## src/rtl/delay_calc_pkg.sv

```systemverilog
// Shared state encoding and sizing helpers for the multi-channel delay calculator.
package delay_calc_pkg;

  typedef enum logic [2:0] {
    IDLE   = 3'd0,
    DIFF   = 3'd1,
    SQUARE = 3'd2,
    SUM    = 3'd3,
    ROOT   = 3'd4,
    RESULT = 3'd5,
    OUT    = 3'd6,
    DONE   = 3'd7
  } state_t;

  // Radicand width: two squared (COORD_W+1)-bit terms plus carry, padded to an even width.
  function automatic int sum_width(input int coord_w);
    return 32'sd2 * coord_w + 32'sd4;
  endfunction

  function automatic longint unsigned sat_max(input int delay_w);
    return (64'd1 << delay_w) - 64'd1;
  endfunction

endpackage

```

## src/rtl/isqrt_seq.sv

```systemverilog
// Sequential non-restoring integer square root, one result bit per clock.
// The first bit resolves on the start edge, so valid pulses IN_W/2 cycles after start.
module isqrt_seq #(
  parameter int IN_W = 36
) (
  input  logic              clk,
  input  logic              reset,
  input  logic              start,
  input  logic [IN_W-1:0]   din,
  output logic [IN_W/2-1:0] dout,
  output logic              valid
);

  localparam int HALF  = IN_W / 2;
  localparam int CNT_W = $clog2(HALF + 1);

  logic [HALF+1:0]  rem_r;
  logic [HALF-1:0]  root_r;
  logic [IN_W-1:0]  rad_r;
  logic [CNT_W-1:0] cnt_r;
  logic             run_r;

  logic [HALF+1:0]  rem_in_s;
  logic [HALF+1:0]  rem_sh_s;
  logic [HALF+1:0]  trial_s;
  logic [HALF+1:0]  rem_next_s;
  logic [HALF-1:0]  root_in_s;
  logic [HALF-1:0]  root_next_s;
  logic [IN_W-1:0]  rad_in_s;

  // One iteration; the remainder is kept modulo 2^(HALF+2), its MSB is the sign.
  always_comb begin
    if (start) begin
      rem_in_s  = '0;
      root_in_s = '0;
      rad_in_s  = din;
    end else begin
      rem_in_s  = rem_r;
      root_in_s = root_r;
      rad_in_s  = rad_r;
    end
    rem_sh_s = {rem_in_s[HALF-1:0], rad_in_s[IN_W-1 -: 2]};
    if (rem_in_s[HALF+1]) begin
      trial_s    = {root_in_s, 2'b11};
      rem_next_s = rem_sh_s + trial_s;
    end else begin
      trial_s    = {root_in_s, 2'b01};
      rem_next_s = rem_sh_s - trial_s;
    end
    root_next_s = {root_in_s[HALF-2:0], ~rem_next_s[HALF+1]};
  end

  // Iteration state, result capture and the one-cycle valid pulse.
  always_ff @(posedge clk) begin
    if (reset) begin
      rem_r  <= '0;
      root_r <= '0;
      rad_r  <= '0;
      cnt_r  <= '0;
      run_r  <= 1'b0;
      dout   <= '0;
      valid  <= 1'b0;
    end else begin
      valid <= 1'b0;
      if (start) begin
        rem_r  <= rem_next_s;
        root_r <= root_next_s;
        rad_r  <= {rad_in_s[IN_W-3:0], 2'b00};
        cnt_r  <= CNT_W'(HALF - 1);
        run_r  <= 1'b1;
      end else if (run_r) begin
        rem_r  <= rem_next_s;
        root_r <= root_next_s;
        rad_r  <= {rad_in_s[IN_W-3:0], 2'b00};
        cnt_r  <= cnt_r - CNT_W'(1);
        if (cnt_r == CNT_W'(1)) begin
          run_r <= 1'b0;
          valid <= 1'b1;
          dout  <= root_next_s;
        end
      end
    end
  end

endmodule

```

## src/rtl/delay_calc_array.sv

```systemverilog
// Multi-channel receive-path delay calculator: one sqrt per element, results
// streamed to the beamformer delay table over valid/ready.
module delay_calc_array
  import delay_calc_pkg::*;
#(
  parameter int NUM_CH  = 16,
  parameter int COORD_W = 16,
  parameter int DELAY_W = 12,
  parameter int CH_W    = $clog2(NUM_CH)
) (
  input  logic               clk,
  input  logic               reset,
  input  logic               start,
  input  logic [COORD_W-1:0] x_f,
  input  logic [COORD_W-1:0] z_f,
  input  logic [COORD_W-1:0] x0,
  input  logic [COORD_W-1:0] pitch,
  input  logic               tx_mode,
  output logic [DELAY_W-1:0] delay_out,
  output logic [CH_W-1:0]    delay_ch,
  output logic               delay_valid,
  input  logic               delay_ready,
  output logic               sat,
  output logic               busy,
  output logic               done
);

  localparam int S_W  = sum_width(COORD_W);
  localparam int R_W  = S_W / 2;
  localparam int T_W  = R_W + 1;
  localparam int D_W  = COORD_W + 1;
  localparam int SQ_W = 2 * COORD_W + 2;
  localparam longint unsigned SAT_MAX = sat_max(DELAY_W);

  state_t              state_r;
  logic [COORD_W-1:0]  xf_r;
  logic [COORD_W-1:0]  zf_r;
  logic [COORD_W-1:0]  xe_r;
  logic [COORD_W-1:0]  pitch_r;
  logic                tx_r;
  logic [CH_W-1:0]     ch_r;
  logic signed [D_W-1:0] dx_r;
  logic signed [D_W-1:0] dz_r;
  logic [SQ_W-1:0]     dx2_r;
  logic [SQ_W-1:0]     dz2_r;

  logic signed [SQ_W-1:0] dx_sq_s;
  logic signed [SQ_W-1:0] dz_sq_s;
  logic [S_W-1:0]      sum_s;
  logic                root_start_s;
  logic [R_W-1:0]      root_s;
  logic                root_valid_s;
  logic [T_W-1:0]      total_s;

  // The root is launched with the sum so ROOT lasts exactly the core latency.
  always_comb begin
    dx_sq_s      = SQ_W'(dx_r) * SQ_W'(dx_r);
    dz_sq_s      = SQ_W'(dz_r) * SQ_W'(dz_r);
    sum_s        = S_W'(dx2_r) + S_W'(dz2_r);
    root_start_s = (state_r == SUM);
    if (tx_r) begin
      total_s = T_W'(root_s) + T_W'(zf_r);
    end else begin
      total_s = T_W'(root_s);
    end
  end

  isqrt_seq #(
    .IN_W (S_W)
  ) u_root (
    .clk   (clk),
    .reset (reset),
    .start (root_start_s),
    .din   (sum_s),
    .dout  (root_s),
    .valid (root_valid_s)
  );

  // Frame sequencer: per-channel datapath steps and the output handshake.
  always_ff @(posedge clk) begin
    if (reset) begin
      state_r     <= IDLE;
      xf_r        <= '0;
      zf_r        <= '0;
      xe_r        <= '0;
      pitch_r     <= '0;
      tx_r        <= 1'b0;
      ch_r        <= '0;
      dx_r        <= '0;
      dz_r        <= '0;
      dx2_r       <= '0;
      dz2_r       <= '0;
      delay_out   <= '0;
      delay_ch    <= '0;
      delay_valid <= 1'b0;
      sat         <= 1'b0;
      busy        <= 1'b0;
      done        <= 1'b0;
    end else begin
      case (state_r)
        IDLE: begin
          done <= 1'b0;
          if (start) begin
            xf_r    <= x_f;
            zf_r    <= z_f;
            pitch_r <= pitch;
            tx_r    <= tx_mode;
            xe_r    <= x0;
            ch_r    <= '0;
            busy    <= 1'b1;
            state_r <= DIFF;
          end
        end
        DIFF: begin
          dx_r    <= {xe_r[COORD_W-1], xe_r} - {xf_r[COORD_W-1], xf_r};
          dz_r    <= {zf_r[COORD_W-1], zf_r};
          state_r <= SQUARE;
        end
        SQUARE: begin
          dx2_r   <= $unsigned(dx_sq_s);
          dz2_r   <= $unsigned(dz_sq_s);
          state_r <= SUM;
        end
        SUM: begin
          state_r <= ROOT;
        end
        ROOT: begin
          if (root_valid_s) begin
            state_r <= RESULT;
          end
        end
        RESULT: begin
          if (64'(total_s) > SAT_MAX) begin
            delay_out <= '1;
            sat       <= 1'b1;
          end else begin
            delay_out <= total_s[DELAY_W-1:0];
            sat       <= 1'b0;
          end
          delay_ch    <= ch_r;
          delay_valid <= 1'b1;
          state_r     <= OUT;
        end
        OUT: begin
          if (delay_ready) begin
            delay_valid <= 1'b0;
            if (ch_r == CH_W'(NUM_CH - 1)) begin
              busy    <= 1'b0;
              done    <= 1'b1;
              state_r <= DONE;
            end else begin
              ch_r    <= ch_r + CH_W'(1);
              xe_r    <= xe_r + pitch_r;
              state_r <= DIFF;
            end
          end
        end
        DONE: begin
          done    <= 1'b0;
          state_r <= IDLE;
        end
        default: begin
          delay_valid <= 1'b0;
          busy        <= 1'b0;
          done        <= 1'b0;
          state_r     <= IDLE;
        end
      endcase
    end
  end

endmodule

```

## config.mk

```make
export PLATFORM = sky130hd
export DESIGN_NAME = delay_calc_array
export DESIGN_NICKNAME = d
export VERILOG_FILES = /design/src/rtl/delay_calc_pkg.sv /design/src/rtl/isqrt_seq.sv /design/src/rtl/delay_calc_array.sv
export SDC_FILE = /design/constraint.sdc
export NUM_CORES = 2
export LEC_CHECK = 0
export BUFFER_PORTS_ARGS = -buffer_cell sky130_fd_sc_hd__buf_2
export CAP_MARGIN = 20
export CORE_UTILIZATION = 55
export DETAILED_ROUTE_END_ITERATION = 10
export HOLD_SLACK_MARGIN = 0.03
export PLACE_DENSITY = 0.8
export SYNTH_ARGS = -nofsm -noshare
export SYNTH_HDL_FRONTEND = slang
export SYNTH_SLANG_ARGS = --single-unit
```

## constraint.sdc

```tcl
create_clock -name clk -period 16.1 [get_ports clk]
set_clock_uncertainty 0.1 [all_clocks]
set_input_delay 0.805 -clock clk [delete_from_list [all_inputs] [get_ports clk]]
set_output_delay 0.805 -clock clk [all_outputs]
set_load 0.03 [all_outputs]
```

### After elaboration in Yosys (flattened, before gate mapping)

Index checks and enable logic that the tools add are counted.

| storage, ports and cells | value |
|---|---|
| bits in registers | 290 |
| input port bits | 69 |

| operators by class | value |
|---|---|
| $lt $le $gt $ge | 1 |
| add/sub/neg operators | 8 |
| equality and inequality tests | 14 |
| reductions and logical operators | 15 |
| multipliers | 2 |
| bitwise gates (word level) | 3 |
| mux-type cells | 41 |

Operators by type and width:

| operator | count |
|---|---|
| $mux W36 | 3 |
| $mux W20 | 4 |
| $mux W18 | 3 |
| $mux W16 | 3 |
| $add A34 B34 Y35 | 1 |
| $mul A17 B17 Y34 | 1 |
| $mul A16 B16 Y32 | 1 |
| $pmux W16 S2 | 1 |
| $pmux W3 S8 | 1 |
| $add A20 B20 Y20 | 1 |
| $sub A20 B20 Y20 | 1 |
| $add A18 B16 Y19 | 1 |
| $gt A19 B12 Y1 const B | 1 |
| $mux W19 | 1 |
| $sub A16 B16 Y17 | 1 |
| $add A16 B16 Y16 | 1 |
| $eq A3 B3 Y1 const B | 4 |
| $mux W12 | 1 |
| $mux W3 | 4 |
| $mux W4 | 3 |
| $mux W1 | 11 |
| $mux W5 | 2 |
| $reduce_and A3 Y1 | 3 |
| $ne A2 B2 Y1 const B | 4 |
| other kinds (16) | 27 |

### Depth between registers and ports, before layout

| logic depth | value |
|---|---|
| word-level depth | 7 |
| depth in mapped cells | 26 |
| gate-level depth less buffers | 25 |

### By module

A second synthesis with hierarchy kept.

| unflattened totals | value |
|---|---|
| cells, all modules | 4005 |
| area, all modules | 34423.0 µm² |

By module, submodules not included:

| module | area an instance (µm²) | seq. area each (µm²) | cells an instance | times used |
|---|---|---|---|---|
| delay_calc_array | 29279.3 | 3783.6 | 3396 | 1 |
| isqrt_seq | 5143.7 | 1921.8 | 609 | 1 |

### Least setup slack after synthesis

No wires, ideal clock.

| path | value |
|---|---|
| path kind | flip-flop to flip-flop |
| start point | register dz_r[15] (netlist name) |
| end point | register dz2_r[28] |
| clock period less this slack | 6.467 ns |
| cell stages (with the launch flop) | 26 |
| buffers on the path | 2 |
| setup slack | 9.633 ns |
| required time | 15.914 ns |
| arrival time | 6.282 ns |
| path through | dfxtp_1 clkbuf_1 inv_1 buf_1 nor2_1 fa_1 inv_1 fa_1 inv_1 fa_1 fa_1 fa_1 inv_1 fa_1 inv_1 ha_1 a21o_1 a21o_1 a21oi_1 nor2_1 a21oi_1 o31ai_1 o21a_1 o31a_1 xnor2_1 a211oi_1 |

| between the ends | value |
|---|---|
| longest elaborated chain between the ends | 1 |

RTL lines:

| what | line | source |
|---|---|---|
| $mul A16 B16 Y32 | delay_calc_array.sv:58 | `dz_sq_s = SQ_W'(dz_r) * SQ_W'(dz_r);` |
| to (signal assigned) | delay_calc_array.sv:121 | `dz2_r <= $unsigned(dz_sq_s);` |
| to (decl) | delay_calc_array.sv:45 | `logic [SQ_W-1:0] dz2_r;` |

No other way between the ends.
A chain may end at the register's enable or synchronous reset.

### Final worst setup path

| path | value |
|---|---|
| start point | register dz_r[15] (netlist name) |
| end point | register dz2_r[32] |

| between the ends | value |
|---|---|
| longest elaborated chain between the ends | 1 |

RTL lines:

| what | line |
|---|---|
| $mul A16 B16 Y32 | delay_calc_array.sv:58 |

No other way between the ends.

==> run metrics <==
layout net count 4833; Placer Congestion 0.892; vias in the first global route 27200; TritonCTS Sinks 285; Cell Pwr Density 63.4 nW/um2; area occupied by multi-input gates 24900 um2; Mapped Area 34000 um2; Register Area 5710 um2; CP endpoint kind flop; cell accounting for the most synthesized area fa_1; port bufs 88; share of layout cells above drive strength 1 0.0515; Critical Path Sink dz2_r[32]; main flop type after synthesis dfxtp_1; syn_area_per_cell 8.52 um2; Area contributors post-synth fa_1 (30%), dfxtp_1 (17%), ha_1 (10%); DR pass1 iterations 5; hold buffer count at CTS 0; post-CTS sizing 0; Mapped Cells 3997; final hold vios 0; Worst slew margin 0.260; GRT overflow 0; drt via density 5.50; RSZ-0062 raised after global routing no; Die ar. 62900 um2; GRT busiest layer met2; DRC errors left 0; placed insts 4727; DPL Wire Length 59100 um; final WL 75400 um; clk slew on worst S/H paths 0.06 ns; outcome finished clean; initial DRC count 1565; Final Max Tran Viols 0; via count 26300; post-synthesis sequential area ratio 0.168; Max Cap Violations 0; first-pass GRT wire length 129000 um; Critical R2R Capture dz2_r[32]; initial antenna violation count 0; row cnt 90; WHS Path Cells 3; CP required 16.48 ns; CTS tree done; Yosys reg bits 285; M2 GR Usage 0.436; Antenna Nets Post-Route 0; Root Buffer clkbuf_16; Max Buffers Root-to-Sink 3; setup violators final 0; diode count 0; reg2reg start dz_r[15]; Post-synth EDFFs 0; FFs w/ async S/R, synth 0; met1 Use GR 0.319; fmax 0.134 GHz; wire per inst 15.8 um; Setup CP Type flop to flop; filler instances 5254; largest net degree at the start of global routing 110; minimum clock period 7.45 ns; met3 usage 0.0290; Synth top area share 0.295; die height 251 um; Post-synth top cells inv_1 (746), nand2_1 (540), fa_1 (502); top-count cell post-synth inv_1; crit path from dz_r[15]; starting density of the core 0.560; Worst-Margin Slew 1.11 ns; utilization after layout 0.593; CTS Buf Count 31; H-tree levels 1; worst hold path class input pin to flop; post-route clock period utilization 0.463; peak supply drop 0.000108 V; clk_lat worst skew 0.59 ns; die width 251 um; post-synth cell types 83; LEAKAGE 0.0178 uW; Post-CTS Setup Bufs 0; Ports 89; R2R setup slack 8.65 ns; Reg2Reg Depth 18; Core Area 60800 um2; top fanout value on the critical path 19; Warnings, synthesis 0; Setup TNS 0 ns; Non-Filler Instances 4784; area grow syn2layout 5.98%; total track usage 0.247; crit start category flop; syn nets 4850; Worst EP arrival 7.83 ns
-- cell usage in the layout, fill, tap and decap left out, types with 14 or more instances in the layout --
cell | netlist | routed
nor2b_1 | 48 | 47
dfxtp_1 | 285 | 284
inv_1 | 746 | 745
nor3_1 | 52 | 51
o21ai_1 | 14 | 14
a211oi_1 | 67 | 67
ha_1 | 282 | 282
a31oi_1 | 18 | 18
nor2_1 | 185 | 184
o21ai_0 | 99 | 99
nand2b_1 | 28 | 28
buf_4 | 2 | 24
nand2_1 | 540 | 540
xnor2_1 | 99 | 99
a21oi_1 | 292 | 292
and2_1 | 116 | 116
a21o_1 | 53 | 53
xor2_1 | 69 | 69
nand3_1 | 43 | 43
o21bai_1 | 18 | 18
and3_1 | 23 | 23
buf_2 | 1 | 88
fa_1 | 502 | 502
clkbuf_16 | 0 | 31
or3_1 | 21 | 20
mux2i_1 | 44 | 44
o21a_1 | 25 | 25
-- worst min path at each step --
stage                           startpoint               end  slack [ns]
after CTS                           z_f[0]           zf_r[0]        0.33
after global placement    u_root.rem_r[10]  u_root.rem_r[10]        0.33
after global routing                z_f[0]           zf_r[0]        0.34
after detailed placement   u_root.rem_r[8]   u_root.rem_r[8]        0.34
final                               z_f[0]           zf_r[0]        0.35
after floorplan           u_root.rem_r[10]  u_root.rem_r[10]        0.33
-- cells by family after synthesis --
group | after synthesis | synth area share
buffers and inverters | 911 | 0.101
multiplexers | 46 | 0.0136
adder cells (fa/ha/maj) | 784 | 0.399
AND/OR/NAND/NOR | 1112 | 0.149
flip-flops | 285 | 0.168
XOR/XNOR | 168 | 0.0432
AO/OA/AOI/OAI | 691 | 0.127
-- per-stage QoR --
step	power [uW]	instance area, um2	worst slack (ns)	hold WS, ns
6_report	2290	36100	8.65	0.348
5_1_grt	2440	36100	8.18	0.338
4_1_cts	2290	36100	8.64	0.331
3_5_place_dp	1570	35000	8.66	0.341
3_3_place_gp	1550	35000	8.90	0.335
2_1_floorplan	1380	34000	9.63	0.327
-- worst max-delay path, cell delays in order, from the launching register on --
cell and delay, ns:
dfxtp_1 0.81, inv_1 0.51, nor2_1 0.35, fa_1 0.53
fa_1 0.92, fa_1 0.52, fa_1 0.48, fa_1 0.56
inv_1 0.06, fa_1 0.52, inv_1 0.04, ha_1 0.33
o21a_1 0.13, o21ai_0 0.09, a2111oi_0 0.75, nor2_1 0.11
a21oi_1 0.19, nor3b_1 0.07, a311o_1 0.26
-- power breakdown --
part	switching [uW]	internal [uW]
Clock	302	418
Sequential	59.0	744
Combinational	454	310
Total	815	1470
-- flip-flops by register name, indices dropped and copies added (netlist names), 3 cells and up --
register / cells
delay_ch: 4
u_root.dout: 18
ch_r: 4
xe_r: 16
delay_out: 12
zf_r: 16
dx2_r: 33
u_root.cnt_r: 5
dz2_r: 31
pitch_r: 16
xf_r: 16
u_root.root_r: 18
state_r: 3
dx_r: 17
u_root.rem_r: 19
dz_r: 16
u_root.rad_r: 34
-- metal layers --
| metal | vias to the layer above | wire length [um] |
|---|---|---|
| li1 | 12600 | - |
| met1 | 12800 | 31100 |
| met2 | 731 | 37800 |
| met3 | 160 | 4320 |
| met4 | 0 | 2230 |
| met5 | - | 0 |
-- cell type report --
class | instances | area share
multi-input cells | 2801 | 0.691
flip-flops and latches | 285 | 0.158
inverters | 747 | 0.0777
well taps | 782 | 0.0271
clock buffers | 43 | 0.0236
repair buffers | 114 | 0.0181
clock inverters | 12 | 0.00454
Power figures use the tool's default switching activity.
